==> src/rtl/jt10_mix_seq.sv <==
`default_nettype none
// ============================================================================
// Module   : jt10_mix_seq
// Purpose  : Output mixer for YM2610 audio. FM, ADPCM-A and ADPCM-B are
//            gain-scaled through one shared multiplier, summed per channel and
//            saturated to 16 bits. One stereo sample is produced per FM sample.
// Revision : 1.0  initial release
// ============================================================================
module jt10_mix_seq #(
    parameter int GW   = 8,
    parameter int FRAC = 4
) (
    input  logic                 clk,
    input  logic                 rst_n,
    input  logic                 clk_en,
    input  logic                 fm_sample,
    input  logic [15:0]          fm_left,
    input  logic [15:0]          fm_right,
    input  logic [15:0]          adpcmA_l,
    input  logic [15:0]          adpcmA_r,
    input  logic [15:0]          adpcmB_l,
    input  logic [15:0]          adpcmB_r,
    input  logic [GW-1:0]        gain_fm,
    input  logic [GW-1:0]        gain_a,
    input  logic [GW-1:0]        gain_b,
    output logic [15:0]          snd_left,
    output logic [15:0]          snd_right,
    output logic                 sample_out,
    output logic                 busy,
    output logic                 overrun
);

    // Product is signed 16 x (GW+1) bits; accumulator keeps two guard bits
    // above the product so three full-scale terms cannot wrap.
    localparam int c_PW = 17 + GW;
    localparam int c_AW = (GW + 19 > 26) ? GW + 19 : 26;

    localparam logic [1:0] c_IDLE = 2'd0;
    localparam logic [1:0] c_MAC  = 2'd1;
    localparam logic [1:0] c_SAT  = 2'd2;

    logic [1:0]             r_state;
    logic [2:0]             r_cnt;

    logic [15:0]            r_fl;
    logic [15:0]            r_fr;
    logic [15:0]            r_al;
    logic [15:0]            r_ar;
    logic [15:0]            r_bl;
    logic [15:0]            r_br;
    logic [GW-1:0]          r_gfm;
    logic [GW-1:0]          r_ga;
    logic [GW-1:0]          r_gb;

    logic signed [c_AW-1:0] r_acc_l;
    logic signed [c_AW-1:0] r_acc_r;

    logic [15:0]            r_snd_l;
    logic [15:0]            r_snd_r;
    logic                   r_sample;
    logic                   r_overrun;

    logic [15:0]            w_op;
    logic [GW-1:0]          w_gain;
    logic [c_PW-1:0]        w_op_x;
    logic [c_PW-1:0]        w_gain_x;
    logic signed [c_PW-1:0] w_prod;
    logic signed [c_AW-1:0] w_prod_x;
    logic signed [c_AW-1:0] w_sh_l;
    logic signed [c_AW-1:0] w_sh_r;
    logic [15:0]            w_sat_l;
    logic [15:0]            w_sat_r;

    // Clamp to 16 bits: in range only when every bit above bit 15 matches
    // the sign bit.
    function automatic logic [15:0] sat16(input logic [c_AW-1:0] v);
        logic [c_AW-16:0] upper;
        upper = v[c_AW-1:15];
        if ((upper == '0) || (upper == '1)) begin
            sat16 = v[15:0];
        end else if (v[c_AW-1]) begin
            sat16 = 16'h8000;
        end else begin
            sat16 = 16'h7fff;
        end
    endfunction

    always_comb begin
        w_op   = 16'd0;
        w_gain = '0;
        case (r_cnt)
            3'd0:    begin w_op = r_fl; w_gain = r_gfm; end
            3'd1:    begin w_op = r_fr; w_gain = r_gfm; end
            3'd2:    begin w_op = r_al; w_gain = r_ga;  end
            3'd3:    begin w_op = r_ar; w_gain = r_ga;  end
            3'd4:    begin w_op = r_bl; w_gain = r_gb;  end
            3'd5:    begin w_op = r_br; w_gain = r_gb;  end
            default: begin w_op = 16'd0; w_gain = '0;   end
        endcase
    end

    // Gain is unsigned, so it is zero-extended before the signed multiply.
    assign w_op_x   = {{(c_PW-16){w_op[15]}}, w_op};
    assign w_gain_x = {{(c_PW-GW){1'b0}}, w_gain};
    assign w_prod   = $signed(w_op_x) * $signed(w_gain_x);
    assign w_prod_x = {{(c_AW-c_PW){w_prod[c_PW-1]}}, w_prod};

    assign w_sh_l  = r_acc_l >>> FRAC;
    assign w_sh_r  = r_acc_r >>> FRAC;
    assign w_sat_l = sat16(w_sh_l);
    assign w_sat_r = sat16(w_sh_r);

    always_ff @(posedge clk or negedge rst_n) begin
        if (!rst_n) begin
            r_state   <= c_IDLE;
            r_cnt     <= 3'd0;
            r_sample  <= 1'b0;
            r_overrun <= 1'b0;
        end else if (clk_en) begin
            r_sample  <= 1'b0;
            r_overrun <= fm_sample && (r_state != c_IDLE);
            case (r_state)
                c_IDLE: begin
                    if (fm_sample) begin
                        r_cnt   <= 3'd0;
                        r_state <= c_MAC;
                    end
                end
                c_MAC: begin
                    r_cnt <= r_cnt + 3'd1;
                    if (r_cnt == 3'd5) begin
                        r_state <= c_SAT;
                    end
                end
                c_SAT: begin
                    r_sample <= 1'b1;
                    r_state  <= c_IDLE;
                end
                default: begin
                    r_state <= c_IDLE;
                end
            endcase
        end
    end

    // Snapshot is taken only on an accepted strobe; dropped strobes leave it.
    always_ff @(posedge clk or negedge rst_n) begin
        if (!rst_n) begin
            r_fl  <= 16'd0;
            r_fr  <= 16'd0;
            r_al  <= 16'd0;
            r_ar  <= 16'd0;
            r_bl  <= 16'd0;
            r_br  <= 16'd0;
            r_gfm <= '0;
            r_ga  <= '0;
            r_gb  <= '0;
        end else if (clk_en && (r_state == c_IDLE) && fm_sample) begin
            r_fl  <= fm_left;
            r_fr  <= fm_right;
            r_al  <= adpcmA_l;
            r_ar  <= adpcmA_r;
            r_bl  <= adpcmB_l;
            r_br  <= adpcmB_r;
            r_gfm <= gain_fm;
            r_ga  <= gain_a;
            r_gb  <= gain_b;
        end
    end

    // Even counter slots feed the left accumulator, odd slots the right.
    always_ff @(posedge clk or negedge rst_n) begin
        if (!rst_n) begin
            r_acc_l <= '0;
            r_acc_r <= '0;
        end else if (clk_en) begin
            if ((r_state == c_IDLE) && fm_sample) begin
                r_acc_l <= '0;
                r_acc_r <= '0;
            end else if (r_state == c_MAC) begin
                if (r_cnt[0]) begin
                    r_acc_r <= r_acc_r + w_prod_x;
                end else begin
                    r_acc_l <= r_acc_l + w_prod_x;
                end
            end
        end
    end

    always_ff @(posedge clk or negedge rst_n) begin
        if (!rst_n) begin
            r_snd_l <= 16'd0;
            r_snd_r <= 16'd0;
        end else if (clk_en && (r_state == c_SAT)) begin
            r_snd_l <= w_sat_l;
            r_snd_r <= w_sat_r;
        end
    end

    assign snd_left   = r_snd_l;
    assign snd_right  = r_snd_r;
    assign sample_out = r_sample;
    assign overrun    = r_overrun;
    assign busy       = (r_state != c_IDLE);

endmodule
`default_nettype wire

==> config.mk <==
export PLATFORM = sky130hd
export DESIGN_NAME = jt10_mix_seq
export DESIGN_NICKNAME = d
export VERILOG_FILES = /design/src/rtl/jt10_mix_seq.sv
export SDC_FILE = /design/constraint.sdc
export NUM_CORES = 1
export LEC_CHECK = 0
export ABC_AREA = 1
export BUFFER_PORTS_ARGS = -buffer_cell sky130_fd_sc_hd__buf_4
export CAP_MARGIN = 20
export CORE_MARGIN = 4
export CORE_UTILIZATION = 49
export CTS_CLUSTER_DIAMETER = 40
export CTS_CLUSTER_SIZE = 20
export DETAILED_ROUTE_END_ITERATION = 10
export PLACE_DENSITY = 0.7
export SLEW_MARGIN = 30
export SYNTH_ARGS = -nofsm -noshare
export SYNTH_HDL_FRONTEND = slang
export SYNTH_SLANG_ARGS = --single-unit
==> constraint.sdc <==
create_clock -name clk -period 11 [get_ports clk]
set_input_delay 1.1 -clock clk [delete_from_list [all_inputs] [get_ports clk]]
set_output_delay 1.1 -clock clk [all_outputs]
set_load 0.1 [all_outputs]
==> results of run 1 <==
synthesized netlist by cell type (all sizes together), types with 6 or more instances:
cell,number
nor2,203
a21oi,133
xor2,12
xnor2,8
dfrtp,213
clkbuf,27
inv,360
o22ai,22
fa,104
nand4,14
o21ai,142
a221oi,6
a22o,10
buf,24
ha,111
o21bai,10
nand2,712
nor4,22
a21o,11
nor3,25
nand3,67
worst max-delay path: cells and delay by family (launching register included):
family          cells  cell delay [ps]
fa+ha+maj           7             2940
simple gates       13             2750
compound gates      5              870
buf+inv             6              690
xor+xnor            1              580
flops               1              370
through the flow:
| stage | area (sq um) | hold WS, ps | util |
|---|---|---|---|
| floorplan | 17000 | 442 | - |
| global placement | 18600 | 455 | 0.548 |
| detailed placement | 18600 | 459 | 0.549 |
| CTS | 19700 | 473 | 0.581 |
| global route | 19700 | 487 | 0.581 |
| finish | 19700 | 471 | 0.581 |
per-layer routing:
layer,global-route usage,share of wire,vias up
met3,0.0341,0.050,85
met4,0.0794,0.033,0
li1,-,-,7452
met5,0,0,-
met1,0.334,0.43,7257
met2,0.449,0.49,420
layout make-up:
| cell class | instances | area, sq um |
|---|---|---|
| inverters | 362 | 1360 |
| multi-input cells | 1637 | 10100 |
| repair buffers | 168 | 1280 |
| clock inverters | 22 | 223 |
| clock buffers | 39 | 880 |
| fillers | 3305 | 14200 |
| flip-flops and latches | 213 | 5330 |
| well taps | 448 | 561 |
worst paths after layout:
kind / endpoint / start
max in group asynchronous: r_ga[4]$_DFFE_PN0P_ / rst_n
min: r_fr[11]$_DFFE_PN0P_ / r_fr[11]$_DFFE_PN0P_
min reg2reg: r_fr[11]$_DFFE_PN0P_ / r_fr[11]$_DFFE_PN0P_
min in group asynchronous: snd_right[4]$_DFFE_PN0P_ / rst_n
max: r_acc_l[25]$_DFFE_PN0P_ / r_cnt[0]$_DFFE_PN0P_
max reg2reg: r_acc_l[25]$_DFFE_PN0P_ / r_cnt[0]$_DFFE_PN0P_
cell families (layout without fill, tap and decap cells):
kind of cell,after synthesis,after routing,share of synthesized area
AND/OR/NAND/NOR,1052,1052,0.255
buffers and inverters,413,591,0.0943
AO/OA/AOI/OAI,350,350,0.122
adder cells (fa/ha/maj),215,215,0.205
flip-flops,213,213,0.314
XOR/XNOR,20,20,0.0103
registers in the layout (all words and copies together) (netlist names):
| name | flops |
|---|---|
| r_cnt | 3 |
| sample_out | 1 |
| r_bl | 16 |
| r_state | 2 |
| r_acc_r | 27 |
| r_ar | 16 |
| r_fr | 16 |
| snd_left | 16 |
| r_ga | 8 |
| snd_right | 16 |
| r_fl | 16 |
| r_acc_l | 27 |
| r_gb | 8 |
| r_gfm | 8 |
| r_al | 16 |
| r_br | 16 |
| overrun | 1 |
==> summary.md, run 1 <==
| Metric | Value |
|---|---|
| ANT cells | 0 |
| Crit path largest cell delay | 830 ps |
| Post-Synthesis Net Count | 2602 |
| Req. time, crit path | 11400 ps |
| Worst-margin pin slew | 1010 ps |
| CTS Buf Count | 34 |
| Sink Count | 213 |
| Cell taking the most area after synthesis | dfrtp_1 |
| CTS Hold Bufs | 0 |
| Most common flop cell mapped by yosys | dfrtp_1 |
| Yosys cell types | 54 |
| Fin nets | 2755 |
| Worst setup path class | register to register |
| HP Class | register to register |
| Routability cong. | 0.938 |
| Mean post-synth cell area | 7.50 sq um |
| Ports | 159 |
| Flop-to-flop setup slack | 2670 ps |
| Effective utilization at floorplan | 0.501 |
| Startpoint types | register |
| Post-Syn Area | 17000 sq um |
| Number of synthesized register bits | 213 |
| Clk_lat worst skew | 530 ps |
| Sequential share of the synthesized area | 0.314 |
| Pre-CTS WS | 2710 ps |
| Total grt overflow | 0 |
| Cts repair resizes | 0 |
| Synth async-reset ratio | 1.00 |
| H-tree lvl count | 2 |
| CTS Buffer Depth | 3 |
| CTS clock-pin slew for the worst setup and hold paths | 50 ps |
| CP dominant cell by count | nand2_1 |
| Total GRT Usage | 0.257 |
| CTS tree | built |
| Pre-Repair DR Iteration Count | 5 |
| Min cycle time layout | 8330 ps |
| Die width | 194 um |
| RSZ-0062 raised after global routing | no |
| PnR worst setup slack | 2670 ps |
| Post-Syn Instances | 2263 |
| Synthesis-to-finish area growth | 16.0% |
| Total of max-cap violations | 0 |
| Hold path depth | 2 |
| HPWL after DPL | 39100 um |
| Post-Route Setup TNS | 0 ps |
| I/O Buffers | 158 |
| Cells after DPL | 2828 |
| Status | complete, no violations |
| Clk root buf | clkbuf_16 |
| Max transition margin | 0.320 |
| Fin cells | 2889 |
| Layout cell share with drive strength beyond 1 | 0.116 |
| Number of synthesized flops with an enable pin | 0 |
| Critical path fanouts, max | 14 |
| Via/cell ratio | 5.27 |
| DRT antenna net count | 0 |
| Fmax achieved | 0.120 GHz |
| Critical-path top delay cell | nor4_2 |
| Fin crit share | 0.757 |
| Clk_skew | 16.9 ps |
| Placement row count | 67 |
| Share of the synthesized area in the top cell type | 0.314 |
| Full die area | 37700 sq um |
| DRT iter0 DRCs | 1000 |
| Most frequent cells in the layout | nand2_1 (706), inv_1 (341), dfrtp_1 (213), nor2_1 (199), buf_4 (165) |
| Final-report setup violation count | 0 |
| Synth area leaders | dfrtp_1 (31%), nand2_1 (16%), fa_1 (12%) |
| Wirelength per Cell | 17.1 um |
| Ys Warns | 0 |
| Most common cell after layout, fill and taps aside | nand2_1 |
| DRC errors left | 0 |
| Global-route wire length before repair | 79100 um |
| CORE AREA | 33900 sq um |
| Arr. time, crit path | 8720 ps |
| Die Span Y | 194 um |
| R2R depth | 32 |
| Routed vias | 15214 |
| Fin. max-slew vios | 0 |
| Hold Violations, Final | 0 |
| Total routed wirelength | 49300 um |
| Postcts setup bufs | 0 |
| Largest net degree at the start of global routing | 132 |
| Vias in the first global route | 15219 |
| Setup crit end kind | register |
| Initial antenna violation count | 0 |
Power of run 1 is not shown: default switching activity piles up to over one toggle a cycle in this logic, so the estimate is an artifact.
==> run 2, diff against run 1 <==
Settings changed: PLACE_DENSITY 0.7 to 0.72.
Clock period 11 ns to 7.1 ns, I/O delays scaled along.
==> run 2 against run 1 <==
Routed wire length rose by 5.0%. Critical path depth is 4 higher. Worst setup slack worse by 2600 ps. Sequential share of layout area decreased by 2.6 points. Via count increased by 5.4%. Die area stayed put. Global-route usage up 0.71 points. Core utilization grew 6.2 points. Highest routed layer unchanged. Final area grew 11%.
==> summary.md, run 2 (synthesis results as in run 1) <==
| Metric | Value |
|---|---|
| Multi-input combinational cell area | 10900 sq um (was 10100 sq um) |
| Top Registers | r_acc_l x27, r_acc_r x27 (unchanged) |
| Total GRT Usage | 0.264 (was 0.257) |
| CTS Buf Count | 30 (was 34) |
| RR Startpoint | r_cnt[0]$_DFFE_PN0P_ (unchanged) |
| RSZ-0062 raised after global routing | yes (was no) |
| Largest net degree at the start of global routing | 94 (was 132) |
| Routability cong. | 0.991 (was 0.938) |
| Placement row count | 67 (unchanged) |
| Worst-margin pin slew | 804 ps (was 1010 ps) |
| Most frequent cells in the layout | nand2_1 (682), inv_1 (330), buf_4 (313), dfrtp_1 (212), nor2_1 (187) (was nand2_1 (706), inv_1 (341), dfrtp_1 (213), nor2_1 (199), buf_4 (165)) |
| Total routed wirelength | 51800 um (was 49300 um) |
| Global-route wire length before repair | 81900 um (was 79100 um) |
| ANT cells | 0 (unchanged) |
| I/O Buffers | 158 (unchanged) |
| CP bufs+invs | 9 (was 6) |
| CTS Hold Bufs | 0 (unchanged) |
| Layout cell share with drive strength beyond 1 | 0.221 (was 0.116) |
| Clk_skew | 29.3 ps (was 16.9 ps) |
| DRC errors left | 0 (unchanged) |
| Fin crit share | 0.995 (was 0.757) |
| R2R depth | 36 (was 32) |
| Max transition margin | 0.464 (was 0.320) |
| Critical path fanouts, max | 5 (was 14) |
| Final-report setup violation count | 0 (unchanged) |
| CTS clock-pin slew for the worst setup and hold paths | 70 ps (was 50 ps) |
| Via/cell ratio | 5.27 (about the same) |
| PnR worst setup slack | 33.3 ps (was 2670 ps) |
| Post-Route Setup TNS | 0 ps (unchanged) |
| Ports | 159 (unchanged) |
| Clk_lat worst skew | 580 ps (was 530 ps) |
| DRT antenna net count | 0 (unchanged) |
| Full die area | 37700 sq um (unchanged) |
| HPWL after DPL | 40600 um (was 39100 um) |
| H-tree lvl count | 1 (was 2) |
| Hold Violations, Final | 0 (unchanged) |
| Sink Count | 213 (unchanged) |
| Startpoint types | register (unchanged) |
| Clk root buf | clkbuf_16 (unchanged) |
| HP Class | primary input to async pin (was register to register) |
| Total of max-cap violations | 0 (unchanged) |
| Pre-Repair DR Iteration Count | 7 (was 5) |
| CP delay by family, top | adder cells (unchanged) |
| DRT iter0 DRCs | 1014 (was 1000) |
| Fin nets | 2914 (was 2755) |
| Effective utilization at floorplan | 0.501 (unchanged) |
| Register area | 5330 sq um (about the same) |
| Min cycle time layout | 7070 ps (was 8330 ps) |
| Die width | 194 um (unchanged) |
| Critical-path top delay cell | fa_1 (was nor4_2) |
| Status | complete, no violations (unchanged) |
| Worst setup path class | register to register (unchanged) |
| CORE AREA | 33900 sq um (unchanged) |
| Flop-to-flop setup slack | 30 ps (was 2670 ps) |
| Vias in the first global route | 16027 (was 15219) |
| Arr. time, crit path | 7560 ps (was 8720 ps) |
| Wirelength per Cell | 17.0 um (was 17.1 um) |
| Most common cell after layout, fill and taps aside | nand2_1 (unchanged) |
| Setup crit end kind | register (unchanged) |
| Die Span Y | 194 um (unchanged) |
| Reg-to-Reg End | r_acc_r[26]$_DFFE_PN0P_ (was r_acc_l[25]$_DFFE_PN0P_) |
| Fill cells | 2933 (was 3305) |
| Crit path largest cell delay | 550 ps (was 830 ps) |
| CTS tree | built (unchanged) |
| Routed vias | 16043 (was 15214) |
| Fin. max-slew vios | 0 (unchanged) |
| Total grt overflow | 0 (unchanged) |
| Pre-CTS WS | -249 ps (was 2710 ps) |
| Fmax achieved | 0.142 GHz (was 0.120 GHz) |
| Synthesis-to-finish area growth | 28.4% (was 16.0%) |
| Req. time, crit path | 7600 ps (was 11400 ps) |
| Initial antenna violation count | 0 (unchanged) |
| CTS Buffer Depth | 3 (unchanged) |
[run 2: cell count changes in the layout (fill, tap and decap cells not counted), moves of 20 or more]
cell,before,now
a21oi_1,130,108
a21oi_2,0,20
buf_4,165,313
ha_1,111,85
ha_4,0,22
nand2_1,706,682
[run 2: area by class of cell]
class,instances,share of cell area
Clock inverter,20,0.0125
Inverter,362,0.0640
Timing Repair Buffer,330,0.118
Tap cell,448,0.0257
Sequential cell,213,0.245
Multi-Input combinational cell,1637,0.498
Timing Repair inverter,1,0.000344
Clock buffer,35,0.0362
[run 2: metal layers]
layer	vias up	wire (um)	global-route usage
li1	7770	-	-
met1	7608	21200	0.339
met4	0	2170	0.0888
met2	535	25600	0.466
met3	130	2820	0.0325
met5	-	0	0
[run 2: how the worst max path moves through the flow]
stage	from	end	slack (ps)	cells after the start
finish	r_cnt[0]$_DFFE_PN0P_	r_acc_r[26]$_DFFE_PN0P_	30	36
detailed placement	r_cnt[0]$_DFFE_PN0P_	r_acc_r[26]$_DFFE_PN0P_	-250	37
CTS	r_cnt[2]$_DFFE_PN0P_	r_acc_r[26]$_DFFE_PN0P_	3	37
global placement	r_cnt[0]$_DFFE_PN0P_	r_acc_r[26]$_DFFE_PN0P_	-120	33
global route	r_cnt[0]$_DFFE_PN0P_	r_acc_r[26]$_DFFE_PN0P_	-300	36
floorplan	r_cnt[0]$_DFFE_PN0P_	r_acc_r[26]$_DFFE_PN0P_	640	32
[run 2: what timing repair did]
| action | in CTS | in global routing |
|---|---|---|
| setup endpoints to repair | 12 | 31 |
| gates cloned | 0 | 1 |
| pin swaps | 1 | 63 |
| setup buffers | 0 | 35 |
| resized for setup | 12 | 193 |
[run 2: worst reg2reg max path: cells and delay by family (launching register included)]
family                   cells  cell delay [ps]
AO/OA/AOI/OAI                5             1080
AND/OR/NAND/NOR             14             1600
adder cells (fa/ha/maj)      7             2620
XOR/XNOR                     1              150
flip-flops                   1              410
buffers and inverters        9             1120
[run 2: through the flow]
step	hold slack, ps	instances	utilization	area (sq um)
global placement	456	2956	0.577	19500
floorplan	414	2263	-	17000
CTS	147	3011	0.610	20700
detailed placement	464	2956	0.577	19500
global route	172	3046	0.643	21800
finish	131	3046	0.643	21800
Power of run 2 is left out for the same reason.
==> run 3, diff against run 2 <==
Settings changed: GPL_ROUTABILITY_DRIVEN set to 0, GPL_TIMING_DRIVEN set to 0.
==> run 3 against run 2 <==
Core utilization is 0.89 points higher. Clock skew increased by 2.0 ps. Routed wire length rose by 2.2%. Global-route usage shrank 0.56 points. Final area increased by 1.4%. Critical path type unchanged.
==> summary.md, run 3 (synthesis results as in run 1) <==
| Metric | Value |
|---|---|
| Total grt overflow | 0 (unchanged) |
| ANT cells | 0 (unchanged) |
| Most frequent cells in the layout | nand2_1 (670), inv_1 (323), buf_4 (232), dfrtp_1 (210), nor2_1 (182) (was nand2_1 (682), inv_1 (330), buf_4 (313), dfrtp_1 (212), nor2_1 (187)) |
| HPWL after DPL | 39000 um (was 40600 um) |
| Placement row count | 67 (unchanged) |
| Critical-path top delay cell | fa_1 (unchanged) |
| CTS Buffer Depth | 3 (unchanged) |
| Clk_skew | 31.3 ps (was 29.3 ps) |
| Min cycle time layout | 7080 ps (was 7070 ps) |
| Fill cells | 2759 (was 2933) |
| Most common cell after layout, fill and taps aside | nand2_1 (unchanged) |
| Req. time, crit path | 7480 ps (was 7600 ps) |
| DRC errors left | 0 (unchanged) |
| M2 GR Usage | 0.442 (was 0.466) |
| Clk_lat worst skew | 520 ps (was 580 ps) |
| HP Class | primary input to async pin (unchanged) |
| PnR worst setup slack | 18.4 ps (was 33.3 ps) |
| CTS Hold Bufs | 0 (unchanged) |
| Layout cell share with drive strength beyond 1 | 0.220 (was 0.221) |
| Cells after DPL | 2871 (was 2956) |
| Ports | 159 (unchanged) |
| Met3 Use GR | 0.0299 (was 0.0325) |
| Setup crit end kind | register (unchanged) |
| Met1 Resource Use GR | 0.329 (was 0.339) |
| Top Registers | r_acc_l x27, r_acc_r x27 (unchanged) |
| DRT iter0 DRCs | 1324 (was 1014) |
| Clk root buf | clkbuf_16 (unchanged) |
| H-tree lvl count | 2 (was 1) |
| I/O Buffers | 158 (unchanged) |
| Pre-CTS WS | -1150 ps (was -249 ps) |
| DRT antenna net count | 0 (unchanged) |
| Worst-margin pin slew | 810 ps (was 804 ps) |
| Full die area | 37700 sq um (unchanged) |
| Total of max-cap violations | 0 (unchanged) |
| Effective utilization at floorplan | 0.501 (unchanged) |
| Register area | 5330 sq um (about the same) |
| Fin cells | 3011 (was 3046) |
| CORE AREA | 33900 sq um (unchanged) |
| Status | complete, no violations (unchanged) |
| Cell area after layout | 22100 sq um (was 21800 sq um) |
| Routed vias | 16496 (was 16043) |
| Fin crit share | 0.997 (was 0.995) |
| CTS Buf Count | 35 (was 30) |
| Fin nets | 2878 (was 2914) |
| Die width | 194 um (unchanged) |
| Arr. time, crit path | 7460 ps (was 7560 ps) |
| Max transition margin | 0.457 (was 0.464) |
| Wirelength per Cell | 17.6 um (was 17.0 um) |
| RSZ-0062 raised after global routing | yes (unchanged) |
| Startpoint types | register (unchanged) |
| Largest net degree at the start of global routing | 75 (was 94) |
| Worst setup path class | register to register (unchanged) |
| Total GRT Usage | 0.259 (was 0.264) |
| RR Startpoint | r_cnt[0]$_DFFE_PN0P_ (unchanged) |
| R2R depth | 35 (was 36) |
| Total routed wirelength | 52900 um (was 51800 um) |
| Most Crowded Layer GR | met2 (unchanged) |
| Die Span Y | 194 um (unchanged) |
| Via/cell ratio | 5.48 (was 5.27) |
| DP Area | 18800 sq um (was 19500 sq um) |
| Multi-input combinational cell area | 11400 sq um (was 10900 sq um) |
| Pre-Repair DR Iteration Count | 8 (was 7) |
| Vias in the first global route | 16223 (was 16027) |
| Synthesis-to-finish area growth | 30.2% (was 28.4%) |
| Fin. max-slew vios | 0 (unchanged) |
| Initial antenna violation count | 0 (unchanged) |
| Reg-to-Reg End | r_acc_r[17]$_DFFE_PN0P_ (was r_acc_r[26]$_DFFE_PN0P_) |
| Fmax achieved | 0.141 GHz (was 0.142 GHz) |
| CTS tree | built (unchanged) |
| Hold Violations, Final | 0 (unchanged) |
| Global-route wire length before repair | 80300 um (was 81900 um) |
| Critical path fanouts, max | 10 (was 5) |
| Crit path largest cell delay | 550 ps (about the same) |
| CTS clock-pin slew for the worst setup and hold paths | 60 ps (was 70 ps) |
| Flop-to-flop setup slack | 20 ps (was 30 ps) |
| Sink Count | 213 (unchanged) |
| Final-report setup violation count | 0 (unchanged) |
## run 3: changes by cell type in the layout (fill, tap and decap cells not counted), sizes merged
cell / delta
inv: +4
bufinv: -1
clkinvlp: -1
clkbuf: +28
buf: -65
## run 3: area by class of cell
type / instances / share of cell area
multi-input combinational: 1637 / 0.516
sequential: 213 / 0.241
timing repair buffer: 240 / 0.0876
inverter: 362 / 0.0631
clock buffer: 38 / 0.0411
tap: 448 / 0.0254
clock inverter: 23 / 0.0129
buffer: 50 / 0.0123
## run 3: how the worst max path moves through the flow
stage | end | slack (ps) | cells after the start | start
finish | r_acc_r[17]$_DFFE_PN0P_ | 20 | 35 | r_cnt[0]$_DFFE_PN0P_
floorplan | r_acc_r[26]$_DFFE_PN0P_ | 640 | 32 | r_cnt[0]$_DFFE_PN0P_
detailed placement | r_acc_l[25]$_DFFE_PN0P_ | -1150 | 31 | r_cnt[0]$_DFFE_PN0P_
global route | r_acc_l[19]$_DFFE_PN0P_ | -250 | 35 | r_cnt[0]$_DFFE_PN0P_
CTS | r_acc_l[26]$_DFFE_PN0P_ | 10 | 39 | r_cnt[0]$_DFFE_PN0P_
global placement | r_acc_r[26]$_DFFE_PN0P_ | -1010 | 32 | r_cnt[0]$_DFFE_PN0P_
## run 3: worst max-delay path, delay by kind of cell (launching register included)
| kind | cells | cell delay (ps) |
|---|---|---|
| AOI/OAI and AO/OA | 4 | 690 |
| adders and majority gates | 7 | 2970 |
| DFF | 1 | 480 |
| and+or+nand+nor | 13 | 1710 |
| xor gates and xnor gates | 1 | 90 |
| buffers and inverters | 10 | 980 |
## run 3: what timing repair did
item	CTS	global route
pin swaps	23	88
setup endpoints to repair	36	35
resized for setup	89	205
setup buffers	26	54
## run 3: metal layers
layer	routed length (um)	share of wire
met4	3270	0.062
met2	25300	0.48
met5	0	0
met1	20500	0.39
met3	3820	0.072
## run 3: through the flow
stage	setup TNS, ps	util	hold slack (ps)
after floorplan	0	-	414
after global placement	-26330	0.553	454
after detailed placement	-31780	0.555	459
after CTS	0	0.611	180
after global routing	-3410	0.652	204
final	0	0.652	149
Power of run 3 is left out for the same reason.
